==> src/rtl/vicii_pkg.sv <==
// Shared VIC-II constants: colour width, sprite count limit and the
// collision register addresses.
package vicii_pkg;
  localparam int COLOR_W = 4;
  localparam int MAX_SPR = 8;
  localparam logic [5:0] REG_MM = 6'h1E;
  localparam logic [5:0] REG_MD = 6'h1F;

  // Nonzero when at least two bits of v are set.
  function automatic logic multi_hot(input logic [MAX_SPR-1:0] v);
    return (v & (v - 1'b1)) != '0;
  endfunction
endpackage

==> src/rtl/vicii_sprite_prio_enc.sv <==
// Combinational priority encoder: the lowest set request bit wins.
module vicii_sprite_prio_enc #(
  parameter int N = 8
) (
  input  logic [N-1:0] req,
  output logic [2:0]   idx,
  output logic         vld
);
  always_comb begin
    idx = '0;
    vld = 1'b0;
    // Scan high to low so the lowest index is written last.
    for (int i = N - 1; i >= 0; i--) begin
      if (req[i]) begin
        idx = 3'(i);
        vld = 1'b1;
      end
    end
  end
endmodule

==> src/rtl/vicii_sprite_mux.sv <==
// Sprite/background pixel mux with sprite-sprite and sprite-data collision
// registers; collision logic present only with VICII_SPRITE_COLLISION_EN.
module vicii_sprite_mux
  import vicii_pkg::*;
#(
  parameter int NSPR = 8
) (
  input  logic                    clk,
  input  logic                    reset,
  input  logic [NSPR-1:0]         spr_en,
  input  logic [COLOR_W*NSPR-1:0] spr_pix,
  input  logic [COLOR_W-1:0]      bg_pix,
  input  logic                    bg_fg,
  input  logic [MAX_SPR-1:0]      MDP,
  input  logic                    pix_valid,
  input  logic                    rd_mm,
  input  logic                    rd_md,
  output logic [COLOR_W-1:0]      pixel,
  output logic [MAX_SPR-1:0]      MM,
  output logic [MAX_SPR-1:0]      MD,
  output logic                    irq_mm,
  output logic                    irq_md
);
  logic [COLOR_W-1:0] spr_col [NSPR];
  logic [2:0]         win_idx;
  logic               win_vld;
  logic [COLOR_W-1:0] next_pix;

  for (genvar n = 0; n < NSPR; n++) begin : g_col
    assign spr_col[n] = spr_pix[n*COLOR_W +: COLOR_W];
  end

  vicii_sprite_prio_enc #(.N(NSPR)) u_prio (
    .req (spr_en),
    .idx (win_idx),
    .vld (win_vld)
  );

  // Only the winner's MDP bit matters; lower sprites never show through.
  always_comb begin
    next_pix = bg_pix;
    if (win_vld && !(MDP[win_idx] && bg_fg))
      next_pix = spr_col[win_idx];
  end

  always_ff @(posedge clk or posedge reset) begin
    if (reset) pixel <= '0;
    else       pixel <= next_pix;
  end

`ifdef VICII_SPRITE_COLLISION_EN
  logic [MAX_SPR-1:0] en8, new_mm, new_md, mm_base, md_base;

  always_comb begin
    en8               = '0;
    en8[NSPR-1:0]     = spr_en;
    new_mm            = (pix_valid && multi_hot(en8)) ? en8 : '0;
    new_md            = (pix_valid && bg_fg) ? en8 : '0;
    // A read clears the old value but same-cycle collisions still land.
    mm_base           = rd_mm ? '0 : MM;
    md_base           = rd_md ? '0 : MD;
  end

  always_ff @(posedge clk or posedge reset) begin
    if (reset) begin
      MM     <= '0;
      MD     <= '0;
      irq_mm <= 1'b0;
      irq_md <= 1'b0;
    end else begin
      MM     <= mm_base | new_mm;
      MD     <= md_base | new_md;
      irq_mm <= (new_mm != '0) && (mm_base == '0);
      irq_md <= (new_md != '0) && (md_base == '0);
    end
  end
`else
  logic unused_coll;
  assign unused_coll = &{1'b0, pix_valid, rd_mm, rd_md};
  assign MM     = '0;
  assign MD     = '0;
  assign irq_mm = 1'b0;
  assign irq_md = 1'b0;
`endif
endmodule

==> config.mk <==
export PLATFORM = sky130hd
export DESIGN_NAME = vicii_sprite_mux
export DESIGN_NICKNAME = d
export VERILOG_FILES = /design/src/rtl/vicii_pkg.sv /design/src/rtl/vicii_sprite_prio_enc.sv /design/src/rtl/vicii_sprite_mux.sv
export SDC_FILE = /design/constraint.sdc
export NUM_CORES = 1
export LEC_CHECK = 0
export ABC_AREA = 1
export BUFFER_PORTS_ARGS = -buffer_cell sky130_fd_sc_hd__buf_2
export CORE_UTILIZATION = 40
export CTS_BUF_LIST = sky130_fd_sc_hd__clkbuf_4 sky130_fd_sc_hd__clkbuf_8
export DETAILED_ROUTE_END_ITERATION = 8
export PLACE_DENSITY_LB_ADDON = 0.2
export SYNTH_ARGS = -nofsm -noshare
export SYNTH_HDL_FRONTEND = slang
export SYNTH_SLANG_ARGS = --single-unit
==> constraint.sdc <==
create_clock -name clk -period 0.8 [get_ports clk]
set_clock_uncertainty 0.1 [all_clocks]
set_input_delay 0 -clock clk [delete_from_list [all_inputs] [get_ports clk]]
set_output_delay 0 -clock clk [all_outputs]
set_load 0.02 [all_outputs]
---- Word level (Yosys, flattened, before mapping) ----
Index checks and enable logic that the tools add are counted.
word-level totals
  register bits after elaboration ......... 4
  bits of input ports ..................... 58
cells by class
  $lt $le $gt $ge ......................... 2
  muxes and demuxes ....................... 22
  bitwise operators ....................... 1
  reduce and logical (&&, ||, !) cells .... 3
operators with widths
  cell                                                                          count
  3-bit 2-to-1 mux                                                              8
  4-bit binary-select mux with 3-bit select                                     1
  4-bit 2-to-1 mux                                                              3
  1-bit 2-to-1 mux                                                              9
  4-bit greater-or-equal comparator, second input constant                      1
  3-bit by 4-bit less-than comparator with 1-bit output, second input constant  1
  3-bit inverter with 4-bit output                                              1
  1-bit binary-select mux with 3-bit select                                     1
  1-bit logical AND                                                             2
  1-bit zero test                                                               1

---- Depth between registers and ports, before layout ----
Gate-level depths: netlist of run 1.
  word-level depth ........................ 14
  mapped depth ............................ 16
  mapped depth without buffers ............ 15

---- By module ----
From an unflattened synthesis of run 1, not the netlist that was laid out.
unflattened totals
  cells, all modules ...................... 165
  area total of the unflattened synthesis .. 833.3 um^2
modules (own cells, without submodules)
  module                 times used  cells each  area each (um^2)  seq. area each (um^2)
  vicii_sprite_mux       1           143         734.5             100.1
  vicii_sprite_prio_enc  1           22          98.8              0.0

---- Least setup slack after synthesis of run 1 ----
Ideal clock, no wire load.
  kind .................................... in2reg
  from .................................... input port spr_en[6]
  to ...................................... register pixel[0]
  arrival time ............................ 988 ps
  required time ........................... 583 ps
  slack ................................... -405 ps
  stages on the path ...................... 10
  path buffers ............................ 1
  cells stage by stage .................... or2_1 nand3_1 a31oi_2 buf_4 nand3_1 nand3_2 nand3_4 nand2_2 nand2_1 nand2_1
between the ends
  cells in the longest elaborated chain, start to end .. 13
  elaborated cells on any way between the ends .. 24
  those cells by class .................... mux: 20; bitwise: 1; reduce/logical: 3
ends and longest elaborated chain
  element                                    RTL line                     RTL
  start: declaration                         vicii_sprite_mux.sv:10       input logic [NSPR-1:0] spr_en,
  3-bit 2-to-1 mux (7 in series)             vicii_sprite_prio_enc.sv:14  if (req[i]) begin
  1-bit binary-select mux with 3-bit select  vicii_sprite_mux.sv:42       if (win_vld && !(MDP[win_idx] && bg_fg))
  1-bit 2-to-1 mux (implied by the code)     vicii_sprite_mux.sv:42
  1-bit logical AND                          vicii_sprite_mux.sv:42
  1-bit zero test                            vicii_sprite_mux.sv:42
  1-bit logical AND                          vicii_sprite_mux.sv:42
  4-bit 2-to-1 mux (*)                       vicii_sprite_mux.sv:42
  net next_pix[0]                            vicii_sprite_mux.sv:27       logic [COLOR_W-1:0] next_pix;
  end signal: assignment                     vicii_sprite_mux.sv:48       else pixel <= next_pix;
  end: declaration                           vicii_sprite_mux.sv:18       output logic [COLOR_W-1:0] pixel,
The timed path passes the listed nets; every way through them passes the cells marked *. The select of a mux whose other input is x is not followed.

---- Worst setup path after layout of run 1 ----
  from .................................... input port spr_en[6]
  to ...................................... register pixel[3]
Same word-level chain as after synthesis.

==> flow_metrics.tcl, run 1 <==
set metrics [dict create \
    antenna_found_initial 0 \
    yosysSeqAreaShare_pct 10.2 \
    ir_worst_vdd_uv 762 \
    cp_data_required_time_ns 0.83 \
    period_minus_slack_ns 1.15 \
    crit_path_end_kind "flip-flop" \
    drc 0 \
    drv_cap 0 \
    clk_pin_slew_ns 0.04 \
    n_antenna_cell 0 \
    via_per_inst 4.39 \
    finalNetCount 311 \
    gp_congestion 0.782 \
    crit_slowest_cell "or2_4" \
    fin_area_mm2 0.00156 \
    p_leak_nw 0.957 \
    wl_per_cell_um 9.92 \
    drt_iter0_markers 13 \
    cts_tree "yes" \
    cts-root-buf "clkbuf_4" \
    die-area_mm2 0.00265 \
    core_area_mm2 0.00225 \
    row_count 17 \
    report.final.slew_viol_count 0 \
    grt_pass1_wl_mm 4.34 \
    setup_slack_ns -0.347 \
    largest_register_ffs 4 \
    failed_checks "setup timing" \
    start_util_pct 43.5 \
    postCtsSetupRepairBufs 0 \
    path_buf_inv 2 \
    dpl_cell_area_mm2 0.00137 \
    max_freq_mhz 872 \
    ys_warn_count 0 \
    fin_crit_sh_pct 143 \
    status "finished, violations left" \
    netlist_area_um2 981 \
    ys_ff_latch 4 \
    cp_max_fo 5 \
    synth_edf_count 0 \
    crit_arrival_ns 1.18 \
    max_stage_delay_ns 0.25 \
    async_reset_ff_share_pct 100 \
    drive_gt1_share_pct 42.2 \
    hp-class "in2reg" \
    top_regs "pixel x4" \
    grt_overflow_total 0 \
    layout.area.seq_um2 100 \
    first_global_vias 1087 \
    clock_sinks 4 \
    setup.worst_path.start_class "input port" \
    pwr_density_cell_mw_per_mm2 883 \
    path_class "in2reg" \
    syn2layout_area_growth_pct 58.7 \
    die_w_um 51.5 \
    synth_cell_type_count 19 \
    grt.total_usage_pct 21.4 \
    h-tree-depth 1 \
    synth_ff_type "dfrtp_1" \
    fill_cells 227 \
    rsz0062_at_grt "yes" \
    totalWireLength_mm 2.77 \
    dp_hpwl_mm 2.07 \
    grt_max_degree 15 \
    setup_viol 8 \
    clock_path_buffers 2 \
    num_vias 1225 \
    firstDrtPassIters 4 \
    crit_family "simple AND/OR/NAND/NOR gates" \
    cp_cell_sequence "buf_6 > or2_4 > nand3_2 > a31oi_4 > buf_6 > nand3_1 > nand3_2 > nand3_4 > nand2_4 > nand2_2 > nand2_2" \
    finalPower_mw 1.37 \
    postRouteAntennaNets 0 \
    fp.dieH_um 51.5 \
    fin_util_pct 69.0 \
    regMostFlops "pixel" \
    ios 80 \
    multi_input_area_um2 712 \
    finalHoldViolCount 0 \
    io_buffers 58 \
    syn_inst 175 \
    avgSynthCellArea_um2 5.61 \
    cts_buffers 3 \
]
-- per-stage QoR --
stage / std cells / setup TNS [ns] / hold slack [ns] / setup WS [ns]
after floorplan: 192 / -1.59 / -0.334 / -0.397
after global placement: 271 / -2.44 / -0.216 / -0.619
after detailed placement: 271 / -2.47 / -0.214 / -0.629
after CTS: 279 / -1.47 / 0.0376 / -0.344
after global routing: 279 / -2.13 / 0.0728 / -0.489
final: 279 / -1.53 / 0.0328 / -0.347
-- final cells by class --
class,count,share of cell area [%]
clock buffer,3,1.45
timing repair buffer,81,35.9
inverter,34,8.20
tap,28,2.25
multi-input combinational,129,45.7
sequential,4,6.43
-- synthesized netlist by cell type, types with 2 or more instances --
cell type,instances,area share (%)
nand2_1,55,21
clkbuf_1,2,0.77
nand3b_1,17,13
nand2_2,3,1.9
inv_1,31,12
buf_4,20,15
nand3_1,28,14
inv_2,3,1.1
buf_2,2,1.0
nand3_2,2,2.0
dfrtp_1,4,10
-- tightest hold or removal path: cells and delay by family --
kind / cells / cell delay, ns
buffers and inverters: 1 / 0.10
AND/OR/NAND/NOR: 3 / 0.23
-- cells by family (layout without fill, tap and decap cells) --
logic type,after synthesis,after routing,synth area share (%)
AND/OR/NAND/NOR,110,110,56.9
other,1,18,0.382
flip-flops,4,4,10.2
AO/OA/AOI/OAI,1,1,1.28
buffers and inverters,59,118,31.2
-- power breakdown --
group | leakage, nW | internal (mW) | total [mW] | switching [mW]
Sequential | 0.0477 | 0.236 | 0.255 | 0.0185
Clock | 0.0138 | 0.168 | 0.250 | 0.0823
Combinational | 0.895 | 0.416 | 0.869 | 0.453
-- cell usage in the layout, fill, tap and decap left out --
master	instances
a31oi_4	1
buf_12	3
buf_2	53
buf_4	12
buf_6	7
buf_8	1
clkbuf_4	3
conb_1	18
dfrtp_1	4
dlygate4sd3_1	5
inv_1	29
inv_2	5
nand2_1	50
nand2_2	5
nand2_4	3
nand3_1	22
nand3_2	8
nand3_4	1
nand3b_1	17
nor2_2	1
nor3_2	2
or2_4	1
-- final timing paths --
kind | start | end | slack (ns) | depth (start not counted)
worst max-delay path | spr_en[6] | pixel[3] | -0.35 | 11
worst min-delay path | bg_fg | pixel[0] | 0.03 | 4
max in group asynchronous | reset | pixel[2] | 0.34 | 3
min in group asynchronous | reset | pixel[3] | 0.11 | 3
-- metal layers --
metal  routed length, µm  track usage [%]  share of wire [%]
met1                1090             25.0                 39
met2                1490             41.8                 54
met3                 183             1.75                6.6
met4                   8             4.05               0.29
met5                   0                0                  0
-- what timing repair did --
action	CTS	global route
endpoints found under the hold margin	8	0
hold buffers	5	0
pin swaps	8	10
endpoints found under the setup margin	8	8
resized for setup	23	8
No activity file was read; power rests on OpenSTA's default activity.
==> run 2: changes to the inputs <==
Settings changed: ABC_AREA 1 to 0, BUFFER_PORTS_ARGS -buffer_cell sky130_fd_sc_hd__buf_2 to -buffer_cell sky130_fd_sc_hd__buf_4, CORE_UTILIZATION 40 to 37.
==> flow_metrics.tcl, run 2 <==
set metrics [dict create \
    pwr_density_cell_mw_per_mm2 909 \
    crit_family "multiplexers" \
    drt_iter0_markers 8 \
    die_w_um 48.6 \
    yosys.area.top_type "mux4_1" \
    layout.area.seq_um2 100 \
    max_freq_mhz 499 \
    syn_inst 74 \
    core_area_mm2 0.00200 \
    dpl_cell_area_mm2 0.00129 \
    synth_cell_type_count 32 \
    fin_area_mm2 0.00135 \
    final_cell_mix "buf_4 (65), conb_1 (18), mux4_1 (7), mux2_2 (7)" \
    top_regs "pixel x4" \
    totalWireLength_mm 2.17 \
    crit_arrival_ns 2.02 \
    fill_cells 172 \
    path_class "in2reg" \
    report.final.slew_viol_count 0 \
    cp_cell_sequence "buf_4 > or4_4 > nor2_4 > buf_12 > mux4_1 > mux2_4 > mux2_2" \
    crit_path_end_kind "flip-flop" \
    drive_gt1_share_pct 62.6 \
    hold_ws_ns -0.0986 \
    period_minus_slack_ns 2.01 \
    hold_buffers 1 \
    ys_warn_count 0 \
    setup.worst_path.start_class "input port" \
    finalHoldViolCount 4 \
    yosysTopAreaCellShare_pct 26.2 \
    cts_tree "yes" \
    ir_worst_vdd_uv 710 \
    grt_max_degree 10 \
    yosysMostFrequentCell "buf_4" \
    cp_data_required_time_ns 0.81 \
    cp_max_fo 9 \
    synth_ff_type "dfrtp_1" \
    h-tree-depth 1 \
    die-area_mm2 0.00236 \
    place_ws_ns -1.44 \
    cts_buffers 3 \
    synth_edf_count 0 \
    start_util_pct 40.1 \
    grt_overflow_total 0 \
    wl_per_cell_um 12.4 \
    p_leak_nw 0.665 \
    antenna_found_initial 0 \
    async_reset_ff_share_pct 100 \
    avgSynthCellArea_um2 10.8 \
    clock_path_buffers 2 \
    drc 0 \
    drv_cap 0 \
    max_stage_delay_ns 0.55 \
    finalPower_mw 1.23 \
    fin_crit_sh_pct 251 \
    tns_ns -4.90 \
    finalNetCount 207 \
    via_per_inst 4.96 \
    grt_pass1_wl_mm 3.54 \
    setup_viol 8 \
    io_buffers 58 \
    synth.top_cells.by_area "mux4_1 (26%), buf_4 (17%), dfrtp_1 (12%), mux2_2 (11%), o41ai_4 (3.4%)" \
    yosysSeqAreaShare_pct 12.5 \
    cts-root-buf "clkbuf_4" \
    ios 80 \
    largest_register_ffs 4 \
    setup_slack_ns -1.21 \
    n_antenna_cell 0 \
    row_count 16 \
    rsz0062_at_grt "yes" \
    postRouteAntennaNets 0 \
    layout_commonest_cell "buf_4" \
    synth.top_cells.by_count "buf_4 (18), mux2_2 (8), mux4_1 (8)" \
    clock_sinks 4 \
    status "finished, violations left" \
    grt.total_usage_pct 19.8 \
    netlist_area_um2 802 \
    multi_input_area_um2 623 \
    failed_checks "hold timing, setup timing" \
    hp-class "in2reg" \
    ys_ff_latch 4 \
    gp_congestion 0.760 \
    fp.dieH_um 48.6 \
    crit_slowest_cell "or4_4" \
    first_global_vias 854 \
    syn2layout_area_growth_pct 68.3 \
    firstDrtPassIters 4 \
    num_vias 863 \
    regMostFlops "pixel" \
    clk_pin_slew_ns 0.04 \
    path_buf_inv 2 \
]
==> run 2: changes by cell type after synthesis, moves of 8 or more <==
cell / change
nand2_1: -55
nand3b_1: -17
inv_1: -29
mux4_1: +8
nand3_1: -25
mux2_2: +8
==> run 2: metal layers <==
metal / vias to the layer above / global-route usage (%) / wire length (µm)
li1: 409 / - / -
met1: 400 / 20.9 / 792
met2: 52 / 39.0 / 1210
met3: 2 / 5.66 / 149
met4: 0 / 2.94 / 12
met5: - / 0 / 0
==> run 2: what timing repair did <==
action | 4_1_cts | 5_1_grt
setup buffers | 1 | 0
endpoints found under the hold margin | 8 | 4
endpoints found under the setup margin | 8 | 8
gates resized for setup | 6 | 0
==> run 2: where the power goes <==
group	leakage, nW	switching, mW	internal (mW)
sequential	0.0466	0.0187	0.237
combinational	0.604	0.302	0.424
clock	0.0138	0.0786	0.168
total	0.665	0.399	0.828
==> run 2: cell families after synthesis <==
kind of cell	share of synthesized area [%]
muxes	37.4
other	0.468
DFF	12.5
AOI/OAI and AO/OA	14.0
buffers and inverters	17.8
and+or+nand+nor	17.8
==> run 2: cell type report <==
class	instances	area share [%]
inverter	2	0.556
sequential	4	7.41
tap	27	2.50
multi-input combinational	67	46.2
clock buffer	3	1.67
timing repair buffer	71	41.7
==> run 2: path summary, 6_finish.rpt <==
kind	from	to	slack [ns]	depth (start not counted)
setup / recovery	spr_en[3]	pixel[2]	-1.21	7
hold / removal	bg_pix[1]	pixel[1]	-0.1	2
max in group asynchronous	reset	pixel[0]	0.33	3
min in group asynchronous	reset	pixel[3]	0.12	3
==> run 2: metrics by stage <==
stage / util [%] / std cells
2_1_floorplan: - / 91
3_3_place_gp: 64.7 / 169
3_5_place_dp: 64.7 / 169
4_1_cts: 67.4 / 174
5_1_grt: 67.4 / 174
6_report: 67.4 / 174
